File: src/rtl/mc_pkg.sv
// Shared types and encodings for the multicycle MIPS control unit.
package mc_pkg;

  typedef enum logic [3:0] {
    S_FETCH,
    S_DECODE,
    S_MEMADR,
    S_MEMRD,
    S_MEMWB,
    S_MEMWR,
    S_RTYPEEX,
    S_RTYPEWB,
    S_BEQEX,
    S_ADDIEX,
    S_ADDIWB,
    S_JEX,
    S_HALT,
    S_BNEEX
  } state_e;

  localparam logic [5:0] OP_LW    = 6'b100011;
  localparam logic [5:0] OP_SW    = 6'b101011;
  localparam logic [5:0] OP_RTYPE = 6'b000000;
  localparam logic [5:0] OP_BEQ   = 6'b000100;
  localparam logic [5:0] OP_ADDI  = 6'b001000;
  localparam logic [5:0] OP_J     = 6'b000010;
  localparam logic [5:0] OP_BNE   = 6'b000101;

  localparam logic [5:0] FUNCT_ADD  = 6'b100000;
  localparam logic [5:0] FUNCT_SUB  = 6'b100010;
  localparam logic [5:0] FUNCT_AND  = 6'b100100;
  localparam logic [5:0] FUNCT_OR   = 6'b100101;
  localparam logic [5:0] FUNCT_SLT  = 6'b101010;
  localparam logic [5:0] FUNCT_SLTU = 6'b101011;

  localparam logic [2:0] ALU_ADD  = 3'b010;
  localparam logic [2:0] ALU_SUB  = 3'b110;
  localparam logic [2:0] ALU_AND  = 3'b000;
  localparam logic [2:0] ALU_OR   = 3'b001;
  localparam logic [2:0] ALU_SLT  = 3'b111;
  localparam logic [2:0] ALU_SLTU = 3'b011;

endpackage

File: src/rtl/mc_aludec.sv
// R-type funct to ALU function decode; unmapped functs fall back to add.
module mc_aludec
  import mc_pkg::*;
(
  input  logic [5:0] funct_i,
  output logic [2:0] alucontrol_o
);

  always_comb begin
    alucontrol_o = ALU_ADD;
    case (funct_i)
      FUNCT_ADD:  alucontrol_o = ALU_ADD;
      FUNCT_SUB:  alucontrol_o = ALU_SUB;
      FUNCT_AND:  alucontrol_o = ALU_AND;
      FUNCT_OR:   alucontrol_o = ALU_OR;
      FUNCT_SLT:  alucontrol_o = ALU_SLT;
      FUNCT_SLTU: alucontrol_o = ALU_SLTU;
      default:    alucontrol_o = ALU_ADD;
    endcase
  end

endmodule

File: src/rtl/mc_control.sv
// Multicycle MIPS control FSM with sticky illegal-opcode flag.
// Optional bne support is enabled by defining MC_CONTROL_BNE_EN.
module mc_control
  import mc_pkg::*;
#(
  parameter bit ILLEGAL_HALT = 1'b1
) (
  input  logic       clk,
  input  logic       reset_n,
  input  logic [5:0] op,
  input  logic [5:0] funct,
  input  logic       zero,
  output logic       pcen,
  output logic       iord,
  output logic       memwrite,
  output logic       irwrite,
  output logic       regdst,
  output logic       memtoreg,
  output logic       regwrite,
  output logic       alusrca,
  output logic [1:0] alusrcb,
  output logic [1:0] pcsrc,
  output logic [2:0] alucontrol,
  output logic       illegal
);

  state_e     state_q, state_d;
  logic       illegal_q, illegal_d;
  logic       pcwrite, branch, irwrite_s;
  logic [2:0] rtype_alu;
`ifdef MC_CONTROL_BNE_EN
  logic       bnebranch;
`endif

  mc_aludec u_aludec (
    .funct_i      (funct),
    .alucontrol_o (rtype_alu)
  );

  always_ff @(posedge clk or negedge reset_n) begin
    if (!reset_n) begin
      state_q   <= S_FETCH;
      illegal_q <= 1'b0;
    end else begin
      state_q   <= state_d;
      illegal_q <= illegal_d;
    end
  end

  always_comb begin
    state_d    = S_FETCH;
    illegal_d  = illegal_q;
    pcwrite    = 1'b0;
    branch     = 1'b0;
    irwrite_s  = 1'b0;
    iord       = 1'b0;
    memwrite   = 1'b0;
    regdst     = 1'b0;
    memtoreg   = 1'b0;
    regwrite   = 1'b0;
    alusrca    = 1'b0;
    alusrcb    = 2'b00;
    pcsrc      = 2'b00;
    alucontrol = ALU_ADD;
`ifdef MC_CONTROL_BNE_EN
    bnebranch  = 1'b0;
`endif
    case (state_q)
      S_FETCH: begin
        state_d   = S_DECODE;
        irwrite_s = 1'b1;
        pcwrite   = 1'b1;
        alusrcb   = 2'b01;
      end
      S_DECODE: begin
        alusrcb = 2'b11;
        case (op)
          OP_LW, OP_SW: state_d = S_MEMADR;
          OP_RTYPE:     state_d = S_RTYPEEX;
          OP_BEQ:       state_d = S_BEQEX;
          OP_ADDI:      state_d = S_ADDIEX;
          OP_J:         state_d = S_JEX;
`ifdef MC_CONTROL_BNE_EN
          OP_BNE:       state_d = S_BNEEX;
`endif
          default: begin
            illegal_d = 1'b1;
            state_d   = ILLEGAL_HALT ? S_HALT : S_FETCH;
          end
        endcase
      end
      S_MEMADR: begin
        state_d = (op == OP_SW) ? S_MEMWR : S_MEMRD;
        alusrca = 1'b1;
        alusrcb = 2'b10;
      end
      S_MEMRD: begin
        state_d = S_MEMWB;
        iord    = 1'b1;
      end
      S_MEMWB: begin
        regwrite = 1'b1;
        memtoreg = 1'b1;
      end
      S_MEMWR: begin
        iord     = 1'b1;
        memwrite = 1'b1;
      end
      S_RTYPEEX: begin
        state_d    = S_RTYPEWB;
        alusrca    = 1'b1;
        alucontrol = rtype_alu;
      end
      S_RTYPEWB: begin
        regdst   = 1'b1;
        regwrite = 1'b1;
      end
      S_BEQEX: begin
        alusrca    = 1'b1;
        alucontrol = ALU_SUB;
        pcsrc      = 2'b01;
        branch     = 1'b1;
      end
`ifdef MC_CONTROL_BNE_EN
      S_BNEEX: begin
        alusrca    = 1'b1;
        alucontrol = ALU_SUB;
        pcsrc      = 2'b01;
        bnebranch  = 1'b1;
      end
`endif
      S_ADDIEX: begin
        state_d = S_ADDIWB;
        alusrca = 1'b1;
        alusrcb = 2'b10;
      end
      S_ADDIWB: regwrite = 1'b1;
      S_JEX: begin
        pcsrc   = 2'b10;
        pcwrite = 1'b1;
      end
      S_HALT:  state_d = S_HALT;
      default: state_d = S_FETCH;
    endcase
  end

  // Reset holds the FETCH decode visible but must not write PC or IR.
`ifdef MC_CONTROL_BNE_EN
  assign pcen = reset_n & (pcwrite | (branch & zero) | (bnebranch & ~zero));
`else
  assign pcen = reset_n & (pcwrite | (branch & zero));
`endif
  assign irwrite = reset_n & irwrite_s;
  assign illegal = illegal_q;

endmodule

File: config.mk
export PLATFORM = sky130hd
export DESIGN_NAME = mc_control
export DESIGN_NICKNAME = d
export VERILOG_FILES = /design/src/rtl/mc_pkg.sv /design/src/rtl/mc_aludec.sv /design/src/rtl/mc_control.sv
export SDC_FILE = /design/constraint.sdc
export NUM_CORES = 1
export LEC_CHECK = 0
export CORE_MARGIN = 2
export CORE_UTILIZATION = 25
export CTS_BUF_LIST = sky130_fd_sc_hd__clkbuf_8 sky130_fd_sc_hd__clkbuf_16
export CTS_CLUSTER_SIZE = 14
export DETAILED_ROUTE_END_ITERATION = 10
export PLACE_DENSITY = 0.55
export RECOVER_POWER = 50
export SKIP_CTS_REPAIR_TIMING = 1
export SLEW_MARGIN = 20
export SYNTH_ARGS = -nofsm -noshare
export SYNTH_HDL_FRONTEND = slang
export SYNTH_HIERARCHICAL = 1
export SYNTH_SLANG_ARGS = --single-unit
File: constraint.sdc
create_clock -name clk -period 2.3 [get_ports clk]
set_input_delay 0.69 -clock clk [delete_from_list [all_inputs] [get_ports clk]]
set_output_delay 0.69 -clock clk [all_outputs]
set_load 0.03 [all_outputs]
Yosys cells after proc, flatten, opt, wreduce, memory -nomap -nowiden
Index checks and enable logic that the tools add are counted.
{"block": "totals", "ff_bits": 5, "inputBits": 15, "word_cells": 55}
{"block": "op_classes", "n_eq_ne": 22, "bitwise": 5, "n_mux": 16, "n_reduce_logical": 10}
{"cell": "$eq 6x6->1 const B", "count": 7}
{"cell": "$pmux 4 s7", "count": 1}
{"cell": "$eq 4x4->1 const B", "count": 5}
{"cell": "$pmux 4 s5", "count": 1}
{"cell": "$eq 4x3->1 const B", "count": 4}
{"cell": "$pmux 3 s5", "count": 1}
{"cell": "$mux 1", "count": 9}
{"cell": "$eq 4x2->1 const B", "count": 2}
{"cell": "$reduce_or 2->1", "count": 4}
{"cell": "$eq 6x2->1 const B", "count": 1}
{"cell": "$eq 6x3->1 const B", "count": 1}
{"cell": "$eq 6x4->1 const B", "count": 1}
{"cell": "$logic_not 6->1", "count": 1}
{"cell": "$pmux 2 s3", "count": 1}
{"cell": "$pmux 3 s2", "count": 1}
{"cell": "$reduce_or 6->1", "count": 1}
{"cell": "$eq 4x1->1 const B", "count": 1}
{"cell": "$logic_not 4->1", "count": 1}
{"cell": "$pmux 2 s2", "count": 1}
{"cell": "$reduce_or 4->1", "count": 1}
{"cell": "$and 1x1->1", "count": 3}
{"cell": "$mux 3", "count": 1}
{"cell": "$reduce_or 3->1", "count": 1}
{"cell": "$reduce_and 2->1", "count": 1}
{"cell": "other kinds (2)", "count": 2}

Logic depth before layout (Yosys ltp)
Gate-level depths: netlist (run 1).
{"block": "logic_depth", "depth_word": 5, "mapped_depth": 5, "mapped_depth_nobuf": 4}

By module
The synthesis (run 1) kept the hierarchy.
{"mod": "mc_control", "seq_area_each_um2": 125.1, "cells_each": 75, "n_inst": 1, "area_each_um2": 523.0}
{"mod": "mc_aludec", "seq_area_each_um2": 0.0, "cells_each": 6, "n_inst": 1, "area_each_um2": 52.6}

Worst setup path after synthesis (run 1)
OpenSTA, ideal clock, no wires.
{"block": "synth_timing", "kind": "input to output", "from": "in funct[2]", "to": "out alucontrol[0]", "cell_stages": 3, "slack_ps": -182, "arrival_ps": 1792, "n_path_buf": 0, "cell_sequence": "and4bb_1 > a32o_1 > nor3b_1"}
{"block": "synth_between", "elab_chain_cells": 3}
{"element": "from (decl)", "line": "mc_control.sv:11", "rtl": "input logic [5:0] funct,"}
{"element": "$eq 6x6->1", "line": "mc_aludec.sv:11", "rtl": "case (funct_i)"}
{"element": "$pmux 3 s5 *", "line": "mc_aludec.sv:11"}
{"element": "via rtype_alu[0]", "line": "mc_control.sv:30", "rtl": "logic [2:0] rtype_alu;"}
{"element": "$pmux 3 s2 *", "line": "mc_control.sv:68", "rtl": "case (state_q)"}
{"element": "to (decl)", "line": "mc_control.sv:23", "rtl": "output logic [2:0] alucontrol,"}
Mark *: on every way through the listed nets, which the timed path passes. The rest lies on a longest branch.

Final worst setup path (run 1)
{"block": "layout_timing", "from": "in funct[4]", "to": "out alucontrol[2]"}
Same word-level chain as after synthesis.

==> run metrics, run 1 <==
area of the die=2702 um2; fraction of the cycle the final worst path needs=0.9824; floorplan row count=17; placed wire-length estimate after detailed placement=1351 um; number of violations reported at the end of detailed-routing iteration 0=6; WP data required=1.61 ns; most common cell in the netlist=nor2_1; post-synth design cell area=575.6 um2; Crit-path slowest cell=and4bb_1; Num Clock Sinks=5; Total Power Consumption=1.211 mW; Max IR drop VDD=0.4690 mV; highest fanout seen on the critical path=2; number of optimization iterations in the first detailed-route pass=4; worst-margin pin slew=0.3506 ns; worst path buffer plus inverter count=2; Period minus WS final=2.260 ns; relative slew slack=0.7641; Num CTS Buffers=3; clock slew at the register clock pins of the worst setup and hold paths=0.03 ns; total power divided by cell area=1183 nW/um2; die extent in x=51.98 um; Hold Vio Cnt, Final=0; global-route wire length before repair=2470 um; Ports=31; sort of element at the start of the critical path=input pin; Initial Utilization=0.2627; total of buffers placed on input and output ports=30; leak pwr=0.5234 nW; syn_area_per_cell=7.106 um2; number of synthesized flops with an enable pin=0; type of the worst setup path=input pin to output pin; vias in the first global route=616; Final Wtd Congestion=0.7712; number of library cell types mapped by synthesis=33; Crit path max-delay family=simple AND/OR/NAND/NOR gates; fill cell total of the finished layout=239; cell types with the largest area share after synthesis=dfrtp_1 (22%), nor2_1 (7.2%), nand2b_1 (5.4%); share of Yosys cell area claimed by the top area cell type=0.2174; critical path arrival=1.57 ns; core area=2191 um2; most used standard cells in the synthesized netlist=nor2_1 (11), nand2_1 (8), o21ai_0 (6); share of synthesized registers carrying an async set or reset=1.000; post-synth top area cell=dfrtp_1; depth of the CTS H-tree=1; net count after synthesis=96; post-route worst setup slack=0.04050 ns; largest net degree at the start of global routing=12; number of flip-flops and latches in the synthesized netlist=5; final antenna diode count=0; Finish-stage setup viols=0; TritonCTS clock tree=built; DRC viols=0; yosys warns=6; share of the yosys chip area belonging to registers=0.2174; Clock Skew=0.002554 ns; Hold Crit Class=flop to flop; via total after detailed routing=714; post-placement cell area=952.2 um2; clock latency on the worst-skew pair=0.22 ns; area of all placed cells without fillers=1023 um2; fin util=0.4672; final WL=1674 um; number of max-capacitance violations reported=0; antenna violations before repair=0; per-cell via count in the routed design=4.824; global-route usage over all layers=0.1209; root buffer selected by CTS=clkbuf_8; combined flip-flop and latch cell area=125.1 um2; layout cell share with drive strength beyond 1=0.2750; ordered cell list for the critical path=dlymetal6s2s_1, and4bb_1, nor2b_4, a31oi_1, nor2_1, buf_4; status=completed; antenna-violating nets left=0; post-layout net count=136; area growth from synthesis to layout=77.83%; worst stage delay on the critical path=0.29 ns; area of the multi-input gates=454.2 um2; height of the die=51.98 um; Primary FF master, synth=dfrtp_1; Worst setup EP type=output pin; overflow left after global routing=0; setup slack at placement=-0.7372 ns; max frequency=442.6 MHz; Synth Instances=81; fin. max-slew vios=0; average wire per standard cell=11.31 um; Max clock buf depth=2
-- flip-flops by register name, summed over array words and instances (netlist names) --
name	flops
illegal	1
state_q	4
-- cell families after synthesis --
| logic type | Yosys count | synth area share |
|---|---|---|
| AOI/OAI and AO/OA | 18 | 0.2152 |
| buffers and inverters | 8 | 0.06088 |
| xor gates and xnor gates | 3 | 0.04566 |
| and+or+nand+nor | 47 | 0.4609 |
| DFF | 5 | 0.2174 |
-- power by group --
group | internal (mW) | leakage, nW | switching [mW]
registers | 0.121 | 0.0602 | 0.0325
clock network | 0.114 | 0.0269 | 0.0386
logic | 0.375 | 0.436 | 0.530
-- worst register-to-register path: stages, from the launching register on --
cell and delay [ns]:
dfrtp_1 0.43, buf_4 0.19, nand2b_1 0.21, a211o_1 0.28, o21ai_0 0.10
-- per-layer routing --
layer,track usage,part of all wire,up-vias
li1,-,-,368
met3,0.01149,0.056,0
met2,0.2363,0.55,22
met1,0.1281,0.39,324
met5,0,0,-
met4,0.05263,0,0
-- final cells by class --
type                            count  area share
Timing Repair Buffer               41      0.3484
Multi-Input combinational cell     68      0.4438
Clock inverter                      1    0.003667
Sequential cell                     5      0.1222
Inverter                            2    0.007335
Tap cell                           28     0.03423
Clock buffer                        3     0.04034
-- per-stage QoR --
stage,instances,TNS [ns],hold slack [ns]
global placement,144,-1.262,0.4520
CTS,148,-1.742,0.4641
global route,148,-0.009742,0.4913
detailed placement,144,-1.285,0.4542
finish,148,0,0.4526
floorplan,81,0,0.3944
-- path summary, 6_finish.rpt --
kind / from / to / slack [ns] / depth (start not counted)
setup / recovery: funct[4] / alucontrol[2] / 0.04 / 6
max in group asynchronous: reset_n / state_q[3] / 1.48 / 2
hold / removal: illegal / illegal / 0.45 / 1
setup reg to reg: state_q[1] / state_q[1] / 0.98 / 4
hold reg to reg: illegal / illegal / 0.45 / 1
min in group asynchronous: reset_n / state_q[0] / 0.62 / 2
-- cells in the final DEF, fill, tap and decap left out, drive strengths merged, types with 4 or more instances in the layout --
master,instances
o21ai,7
dfrtp,5
dlymetal6s2s,7
buf,20
and3,4
nand2b,5
nor2,11
nor3,5
clkbuf,8
nand2,8
nand3,4
clkdlybuf4s50,5
Note: power is estimated with default switching activity, not from simulation.
==> run 2, diff against run 1 <==
SLEW_MARGIN = not set   (was 20)
==> results of run 2 <==
Final layout, timing and power as in run 1 (identical DEF).
==> run 3, diff against run 2 <==
CORE_UTILIZATION = 41   (was 25)
HOLD_SLACK_MARGIN = 0.06   (was not set)
PLACE_DENSITY = 0.83   (was 0.55)
SKIP_CTS_REPAIR_TIMING = not set   (was 1)
==> run metrics, run 3 (synthesis gave the netlist of run 1 again) <==
register-to-register setup slack=0.98 ns (about the same); Finish-stage setup viols=0 (unchanged); Gate power share=0.731 (-0.016); Clock Skew=0.0008604 ns (-0.001693 ns); area growth from synthesis to layout=67.83%; sequential share of power=0.144 (+0.017); fraction of power spent switching nets=0.5087 (+0.01238); total power divided by cell area=1280 nW/um2 (+8.1%); depth of the CTS H-tree=1 (unchanged); reg2reg start=state_q[1]; Hold Vio Cnt, Final=0 (unchanged); CP dominant cell by count=buf_4; TritonCTS clock tree=built; post-layout net count=137 (+0.74%); Max clock buf depth=2 (unchanged); Reg2Reg Capture Point=illegal; worst-margin pin slew=0.3282 ns (-0.02234 ns); number of cells on the worst reg-to-reg path=5 (+1); total of buffers placed on input and output ports=30 (unchanged); global-route wire length before repair=3243 um (+31%); setup repair after global routing missed its margin=yes; Total Power Consumption=1.236 mW (+2.1%); clock slew at the register clock pins of the worst setup and hold paths=0.03 ns (about the same); max frequency=439.8 MHz (-0.63%); placed wire-length estimate after detailed placement=1456 um (+7.8%); Num CTS Buffers=3 (unchanged); Num Clock Sinks=5 (unchanged); Crit-path slowest cell=dfrtp_2; ordered cell list for the critical path=nor2_1, inv_1, buf_4, nor4b_4, buf_4; antenna-violating nets left=0 (unchanged); depth of the worst hold-timing path=1 (unchanged); die extent in x=41.47 um (-20%); vias in the first global route=776 (+26%); critical path arrival=1.58 ns (about the same); Period minus WS final=2.274 ns (+0.01427 ns); sort of element at the start of the critical path=flop; layout cell share with drive strength beyond 1=0.3058 (+0.03079); type of the worst setup path=flop to output pin; highest fanout seen on the critical path=12 (+10); Max IR drop VDD=0.8634 mV (+84%); part of the total power dissipated in the clock network=0.125 (about the same); number of max-capacitance violations reported=0 (unchanged); max FFs per register=4 (unchanged); fin. max-slew vios=0 (unchanged); most common library cell in the layout ignoring fill and taps=buf_4; per-cell via count in the routed design=5.618 (+16%); highest-count cells in the layout ignoring fill and taps=buf_4 (19), nor2_1 (10), nand2_1 (8); number of violations reported at the end of detailed-routing iteration 0=36 (+30); switching power summed over all nets=0.6287 mW (+4.6%); overflow left after global routing=0 (unchanged); design internal power=0.6073 mW (-0.44%); clock latency on the worst-skew pair=0.22 ns (about the same); Final Wtd Congestion=0.8246 (+6.9%); worst stage delay on the critical path=0.48 ns (+0.19 ns); antenna violations before repair=0 (unchanged); WP data required=1.61 ns (about the same); crit path launch=state_q[1]; via total after detailed routing=764 (+7.0%); fin util=0.7423 (+0.2751); final WL=1890 um (+13%); DRC viols=0 (unchanged); leak pwr=0.4553 nW (-13%); area of all placed cells without fillers=965.9 um2 (-5.6%); average wire per standard cell=13.90 um (+23%); Initial Utilization=0.4423 (+0.1796); core area=1301 um2 (-41%); area of the die=1719 um2 (-36%); Hold Crit Class=flop to flop; floorplan row count=13 (-4); Worst setup EP type=output pin; root buffer selected by CTS=clkbuf_8; largest net degree at the start of global routing=13 (+1); smallest hold slack=0.5237 ns (+0.07104 ns); final antenna diode count=0 (unchanged); global-route usage over all layers=0.2367 (+0.1157); status=completed; fill cell total of the finished layout=119 (-50%); fraction of the cycle the final worst path needs=0.9886 (+0.006205); relative slew slack=0.7792 (+0.01503); register containing the most flip-flops in the final layout=state_q; capturing element of the worst setup path=irwrite; number of optimization iterations in the first detailed-route pass=5 (+1); Ports=31 (unchanged); hold buffers post-CTS=0; post-placement cell area=945.9 um2 (-0.66%); height of the die=41.47 um (-20%)
==> run 3: layout make-up <==
class	instances	area, um2	area share
Timing Repair Buffer	42	327.8	0.3394
Tap cell	15	18.77	0.01943
Clock inverter	1	3.754	0.003886
Clock buffer	3	41.29	0.04275
Sequential cell	5	126.4	0.1308
Multi-Input combinational cell	68	440.4	0.4560
Inverter	2	7.507	0.007772
==> run 3: worst max-delay path: cells and delay by family (launching register included) <==
kind,cells,cell delay (ns)
flip-flops,1,0.48
buffers and inverters,3,0.45
AND/OR/NAND/NOR,2,0.43
==> run 3: what timing repair did <==
action	4_1_cts	5_1_grt
endpoints found under the setup margin	10	6
gates cloned	0	0
setup buffers	0	0
pin swaps	6	3
gates resized for setup	33	3
==> run 3: power by group through the flow <==
stage | logic [mW] | clock network, mW | registers, mW
finish | 0.904 | 0.155 | 0.178
global route | 0.957 | 0.163 | 0.183
floorplan | 0.565 | 0 | 0.138
global placement | 0.878 | 0 | 0.172
CTS | 0.895 | 0.155 | 0.174
detailed placement | 0.899 | 0 | 0.173
==> run 3: metrics by stage <==
step / setup TNS [ns] / setup slack (ns) / cells
floorplan: 0 / 0.05179 / 81
global placement: -1.256 / -0.7104 / 132
detailed placement: -1.346 / -0.7249 / 132
CTS: 0 / 0.006158 / 136
global route: -0.07558 / -0.05772 / 136
finish: 0 / 0.02622 / 136
==> run 3: routing by layer <==
layer / track usage / wire length (um)
met1: 0.2366 / 776
met5: 0 / 0
met2: 0.4469 / 998
met4: 0.1290 / 28
met3: 0.04783 / 87
==> run 3: worst min-delay path by stage <==
stage,startpoint,endpoint,slack (ns)
5_1_grt,reset_n,state_q[2],0.56
6_report,illegal,illegal,0.52
3_5_place_dp,illegal,illegal,0.46
3_3_place_gp,illegal,illegal,0.45
4_1_cts,illegal,illegal,0.54
2_1_floorplan,reset_n,illegal,0.39
